$ cat src/rtl/sysid_reader.sv
// sysid_reader
// Reads word 0 (ID) and word 1 (build timestamp) from an Avalon-MM system-ID
// slave in two back-to-back reads. It then reports whether both words equal
// the expected values.
// Optional feature: define SYSID_READER_TIMEOUT_EN to abort a read that has
// stalled on waitrequest for TIMEOUT_CYCLES consecutive cycles.
module sysid_reader #(
    parameter logic [31:0] EXPECTED_ID        = 32'd0,
    parameter logic [31:0] EXPECTED_TIMESTAMP = 32'd1392314294,
    parameter int unsigned TIMEOUT_CYCLES     = 255
) (
    input  logic        clock,
    input  logic        reset,
    input  logic        start,
    output logic        avm_address,
    output logic        avm_read,
    input  logic        avm_waitrequest,
    input  logic [31:0] avm_readdata,
    output logic [31:0] id_value,
    output logic [31:0] timestamp_value,
    output logic        busy,
    output logic        done,
    output logic        match,
    output logic        timeout
);

    typedef enum logic [1:0] {
        IDLE  = 2'd0,
        RD_ID = 2'd1,
        RD_TS = 2'd2,
        FIN   = 2'd3
    } state_t;

    state_t      state_q;
    logic        read_q;
    logic        address_q;
    logic        busy_q;
    logic        done_q;
    logic        match_q;
    logic [31:0] id_q;
    logic [31:0] ts_q;
    logic        accept;

    // A read completes on the edge where it is requested and not stalled.
    assign accept = read_q & ~avm_waitrequest;

`ifdef SYSID_READER_TIMEOUT_EN
    localparam logic [15:0] TIMEOUT_LIMIT = 16'(TIMEOUT_CYCLES);

    logic [15:0] wait_cnt_q;
    logic [15:0] wait_cnt_d;
    logic        stall;
    logic        timeout_hit;
    logic        timeout_q;

    assign stall = read_q & avm_waitrequest;

    // Saturating increment of the stall counter; it must never wrap to 0.
    always_comb begin
        wait_cnt_d = wait_cnt_q;
        if (wait_cnt_q != 16'hFFFF) begin
            wait_cnt_d = wait_cnt_q + 16'd1;
        end
    end

    // The read is abandoned on the edge that completes the TIMEOUT_CYCLES-th stall cycle.
    assign timeout_hit = stall && (wait_cnt_d >= TIMEOUT_LIMIT);

    // Count consecutive stall cycles; clear whenever the state changes.
    always_ff @(posedge clock) begin
        if (reset) begin
            wait_cnt_q <= '0;
        end else if (accept || timeout_hit || (state_q == IDLE)) begin
            wait_cnt_q <= '0;
        end else if (stall) begin
            wait_cnt_q <= wait_cnt_d;
        end
    end

    assign timeout = timeout_q;
`else
    assign timeout = 1'b0;
`endif

    // Sequencer: issue both reads, capture the data and publish the verdict.
    // NOTE: every register here uses <= so all of them update from the same pre-edge values.
    always_ff @(posedge clock) begin
        if (reset) begin
            state_q   <= IDLE;
            read_q    <= 1'b0;
            address_q <= 1'b0;
            busy_q    <= 1'b0;
            done_q    <= 1'b0;
            match_q   <= 1'b0;
            id_q      <= '0;
            ts_q      <= '0;
`ifdef SYSID_READER_TIMEOUT_EN
            timeout_q <= 1'b0;
`endif
        end else begin
            // NOTE: done defaults low each cycle, so setting it on entry to FIN makes a one-cycle pulse.
            done_q <= 1'b0;
            case (state_q)
                IDLE: begin
                    if (start) begin
                        state_q   <= RD_ID;
                        read_q    <= 1'b1;
                        address_q <= 1'b0;
                        busy_q    <= 1'b1;
                        match_q   <= 1'b0;
`ifdef SYSID_READER_TIMEOUT_EN
                        timeout_q <= 1'b0;
`endif
                    end
                end
                RD_ID: begin
                    if (accept) begin
                        id_q      <= avm_readdata;
                        address_q <= 1'b1;
                        state_q   <= RD_TS;
                    end
`ifdef SYSID_READER_TIMEOUT_EN
                    else if (timeout_hit) begin
                        read_q    <= 1'b0;
                        address_q <= 1'b0;
                        timeout_q <= 1'b1;
                        match_q   <= 1'b0;
                        done_q    <= 1'b1;
                        state_q   <= FIN;
                    end
`endif
                end
                RD_TS: begin
                    if (accept) begin
                        ts_q      <= avm_readdata;
                        read_q    <= 1'b0;
                        address_q <= 1'b0;
                        match_q   <= (id_q == EXPECTED_ID) && (avm_readdata == EXPECTED_TIMESTAMP);
                        done_q    <= 1'b1;
                        state_q   <= FIN;
                    end
`ifdef SYSID_READER_TIMEOUT_EN
                    else if (timeout_hit) begin
                        read_q    <= 1'b0;
                        address_q <= 1'b0;
                        timeout_q <= 1'b1;
                        match_q   <= 1'b0;
                        done_q    <= 1'b1;
                        state_q   <= FIN;
                    end
`endif
                end
                FIN: begin
                    busy_q  <= 1'b0;
                    state_q <= IDLE;
                end
                default: begin
                    state_q <= IDLE;
                end
            endcase
        end
    end

    assign avm_read        = read_q;
    assign avm_address     = address_q;
    assign busy            = busy_q;
    assign done            = done_q;
    assign match           = match_q;
    assign id_value        = id_q;
    assign timestamp_value = ts_q;

endmodule
$ cat config.mk
export PLATFORM = sky130hd
export DESIGN_NAME = sysid_reader
export DESIGN_NICKNAME = d
export VERILOG_FILES = /design/src/rtl/sysid_reader.sv
export SDC_FILE = /design/constraint.sdc
export NUM_CORES = 1
export LEC_CHECK = 0
export CORE_UTILIZATION = 44
export CTS_CLUSTER_DIAMETER = 200
export DETAILED_ROUTE_END_ITERATION = 8
export PLACE_DENSITY = 0.8
export SLEW_MARGIN = 10
export SYNTH_ARGS = -nofsm -noshare
export SYNTH_HDL_FRONTEND = slang
export SYNTH_SLANG_ARGS = --single-unit
$ cat constraint.sdc
create_clock -name clock -period 1.9 [get_ports clock]
set_input_delay 0.38 -clock clock [delete_from_list [all_inputs] [get_ports clock]]
set_output_delay 0.38 -clock clock [all_outputs]
set_load 0.01 [all_outputs]
Word-level counts from Yosys, hierarchy flattened
Cells that the tools add are included.

storage, ports and cells
  register bits = 71
  word-level logic and storage cells = 45
  output and inout bits = 70

cells by class
  reductions and logical operators = 13
  bitwise gates (word level) = 3
  multiplexer cells = 14
  equality and inequality tests = 7

operators with widths
  kind                  number
  $eq 32x31->1 const B  1
  $logic_not 32->1      1
  $pmux 2 s4            1
  $mux 1                6
  $mux 2                3
  $ne 2x2->1 const B    3
  $pmux 1 s2            3
  $reduce_and 2->1      3
  $reduce_and 3->1      2
  $eq 2x2->1 const B    2
  $reduce_and 4->1      1
  $reduce_bool 2->1     2
  $pmux 1 s3            1
  $reduce_bool 3->1     1
  $eq 2x1->1 const B    1
  $logic_not 2->1       1
  $not 1->1             2
  $reduce_or 2->1       1
  $and 1x1->1           1
  $logic_and 1x1->1     1

Logic depth before layout (Yosys ltp)
  depth after elaboration = 4
  mapped depth = 7

Worst setup path before layout
No wires, ideal clock.

  path type = reg2reg
  start = register state_q[0]
  end = register match_q (netlist: match)
  data required time = 1.785 ns
  cell stages (with the launch flop) = 7
  path slack = 0.462 ns
  period minus slack after synthesis = 1.438 ns
  buffers on the path = 0
  data arrival time = 1.322 ns
  cell sequence = dfxtp_1 > inv_1 > ha_1 > or2_1 > o211a_1 > and4b_1 > a31o_1

on the way
  word-level cells in the longest chain between the ends = 3

ends and longest elaborated chain
  what                                                              line  text
  from (decl)                                                       34    state_t state_q;
  from (signal assigned)                                            89    state_q <= IDLE;
  from (signal assigned)                                            106   state_q <= RD_ID;
  from (signal assigned)                                            120   state_q <= RD_TS;
  $eq 2x2->1 / $logic_not 2->1 (equally long branches)              103   case (state_q)
  $ne 2x2->1 (no line) / $reduce_bool 2->1 (equally long branches)  --
  $reduce_and 3->1 (no line)                                        --
  to (signal assigned)                                              138   match_q <= (id_q == EXPECTED_ID) && (avm_readdata == EXPECTED_TIMESTAMP);
  to (decl)                                                         39    logic match_q;

Several ways; a longest one is shown, not always the timed one.
A chain may end at the register's enable or synchronous reset.

Worst setup path after layout
  start = register id_q[6] (netlist: id_value[6])
  end = output id_value[6]

RTL lines
  what                    line  text
  from (decl)             40    logic [31:0] id_q;
  from (signal assigned)  118   id_q <= avm_readdata;
  to (decl)               19    output logic [31:0] id_value,

No word-level cell between the ends.

==> flow_summary.toml <==
[outcome]
status = "completed"

[die]
initial_core_util_pct = 46.6
die_h_um = 81.9
core_area_um2 = 6030
rows = 28
die_area_um2 = 6700
pin_count = 106
die_w_um = 81.9

[cts]
cts_hold_buffers = 0
clkSlewWorstSetupHoldPaths_ns = 0.07
cts_sinks = 71
tritoncts = "built"
cts_resized = 0
cts_max_level = 3
cts_root_buf = "clkbuf_8"
cts_buffers = 9
postCtsSetupBuffers = 0
clk_latency_ns = 0.33
cts_buffer_depth = 2

[drt]
drt_iter0_drc = 132
avgRoutedWirePerCell_um = 14.3
antenna_left = 0
vias = 2712
via_per_inst = 5.12
drc = 0
drt_wl_total_um = 7580
first_pass_iters = 5

[yosys]
synth-edff-count = 0
synth.distinct_cells = 32
netlist_area_um2 = 2810
avgSynthCellArea_um2 = 8.09
synth-warning-count = 0
syn_inst = 347
synthTopCellsByArea = "dfxtp_1 51%, nand2_1 18%, a21oi_1 12%"
yosysTopAreaCell = "dfxtp_1"
synth_top_area_share_pct = 50.6
ys_ff_latch = 71
syn-num-nets = 387
yosysSeqAreaShare_pct = 50.6
synthArstFlopShare_pct = 0
synth_flop_cell = "dfxtp_1"

[finish]
final_util_pct = 68.3
nets = 490
diodes = 0
fin_cells = 530
drive_gt1_share_pct = 6.59
final_area_um2 = 4110
syn2layout_area_growth_pct = 46.6

[placed_design]
numPortBuffers = 104
placed_cells = 514
place.gp.congestion = 0.741
post_dp_cell_area_um2 = 3900
dp_hpwl_um = 5370

[power_and_ir_drop]
p_per_area_nw_per_um2 = 927
peakVddDrop_mv = 0.655
p_leak_uw = 0.00138
power_uw = 3810

[job]
max_cap_viol_count = 0

[grt]
grt_pass1_vias = 2441
antenna_found_initial = 0
grt_overflow = 0
grt_max_degree = 72
grt_pass1_wl_um = 11700
grt_use_total_pct = 23.3

[sta]
fin_crit_sh_pct = 88.0
fin_crit_ns = 1.67
max_freq_ghz = 0.598
finClkSkew_ns = 0.00468
rsz0062_at_grt = "no"
finalSetupViolations = 0
slew_violations = 0
hold_viol = 0

[setup_path]
critPathBufInv = 1
cp_top_family = "buffers and inverters"
cpPeakStageDelay_ns = 0.57
critPathKind = "flop to output port"
worstPathMaxFanout = 3
cp-end-kind = "output port"
cp.arrival_ns = 1.29
crit_required_ns = 1.52
critPathSlowestCell = "clkdlybuf4s50_1"
crit_chain = "clkdlybuf4s50_1"
start_kind = "flop"
r2r_setup_slack_ns = 0.28

[min_path]
hold_path.class = "flop to flop"
==> placed cells by master (no fill, tap or decap), types with 2 or more instances in the layout <==
cell type	n
buf_12	3
dfxtp_1	71
ha_1	4
nor4_1	3
clkbuf_8	12
mux2i_1	2
nand2_1	135
nor4b_1	5
inv_1	3
clkdlybuf4s50_1	103
nor4b_2	2
nand4_1	4
a21oi_1	67
o21ai_0	3
buf_4	8
nor4bb_1	2
nor2_1	7
and2_1	2
clkbuf_1	2
==> state kept, by name, indices dropped and copies added, names as in the netlist <==
signal           flops
avm_read             1
match                1
timestamp_value     32
done                 1
busy                 1
id_value            32
state_q              2
avm_address          1
==> area by class of cell <==
| cell class | instances | area, um^2 |
|---|---|---|
| Multi-Input combinational cell | 250 | 1220 |
| Tap cell | 75 | 93.8 |
| Sequential cell | 71 | 1420 |
| Clock inverter | 2 | 37.5 |
| Clock buffer | 14 | 173 |
| Fill cell | 484 | 1910 |
| Timing Repair Buffer | 115 | 1160 |
| Inverter | 3 | 11.3 |
==> per-layer routing <==
| layer | share of wire, % | global-route usage, % |
|---|---|---|
| met1 | 44 | 29.8 |
| met4 | 1.2 | 8.95 |
| met2 | 47 | 37.8 |
| met5 | 0 | 0 |
| met3 | 7.8 | 5.33 |
==> cell usage after synthesis, types with 2 or more instances <==
| cell | number |
|---|---|
| nand2_1 | 135 |
| a21oi_1 | 67 |
| o21ai_0 | 3 |
| and2_1 | 2 |
| inv_1 | 3 |
| clkbuf_1 | 11 |
| nor4b_1 | 5 |
| buf_4 | 3 |
| nor4b_2 | 2 |
| dfxtp_1 | 71 |
| nor4bb_1 | 2 |
| buf_2 | 2 |
| nor4_1 | 3 |
| nor2_1 | 7 |
| mux2i_1 | 2 |
| ha_1 | 4 |
| buf_6 | 7 |
| nand4_1 | 4 |
==> report_power, final <==
group          switching (uW)  internal, uW
clock                     557           717
sequential               76.7          1590
combinational             436           436
total                    1070          2740
==> logic make-up after synthesis <==
logic type / after synthesis / share of synthesized area (%)
DFF: 71 / 50.6
and+or+nand+nor: 170 / 27.5
other: 1 / 0.134
buffers and inverters: 26 / 5.84
muxes: 2 / 0.713
AOI/OAI and AO/OA: 73 / 13.4
adders and majority gates: 4 / 1.78
==> final timing paths <==
path / end / cells past startpoint / start
setup / recovery: id_value[6] / 1 / id_value[6]$_SDFFE_PP0P_
hold / removal: timestamp_value[10]$_SDFFE_PP0P_ / 2 / timestamp_value[10]$_SDFFE_PP0P_
setup reg to reg: match$_SDFFE_PP0P_ / 6 / state_q[0]$_SDFFE_PP0P_
hold reg to reg: timestamp_value[10]$_SDFFE_PP0P_ / 2 / timestamp_value[10]$_SDFFE_PP0P_
==> stage by stage <==
stage               setup TNS, ns  setup slack (ns)  hold slack, ns
floorplan                       0             0.462           0.481
global placement                0            0.0295           0.441
detailed placement        -0.0592           -0.0592           0.447
CTS                             0             0.214           0.457
global route                    0             0.142           0.478
finish                          0             0.229           0.456
Note: power is estimated with default switching activity, not from simulation.
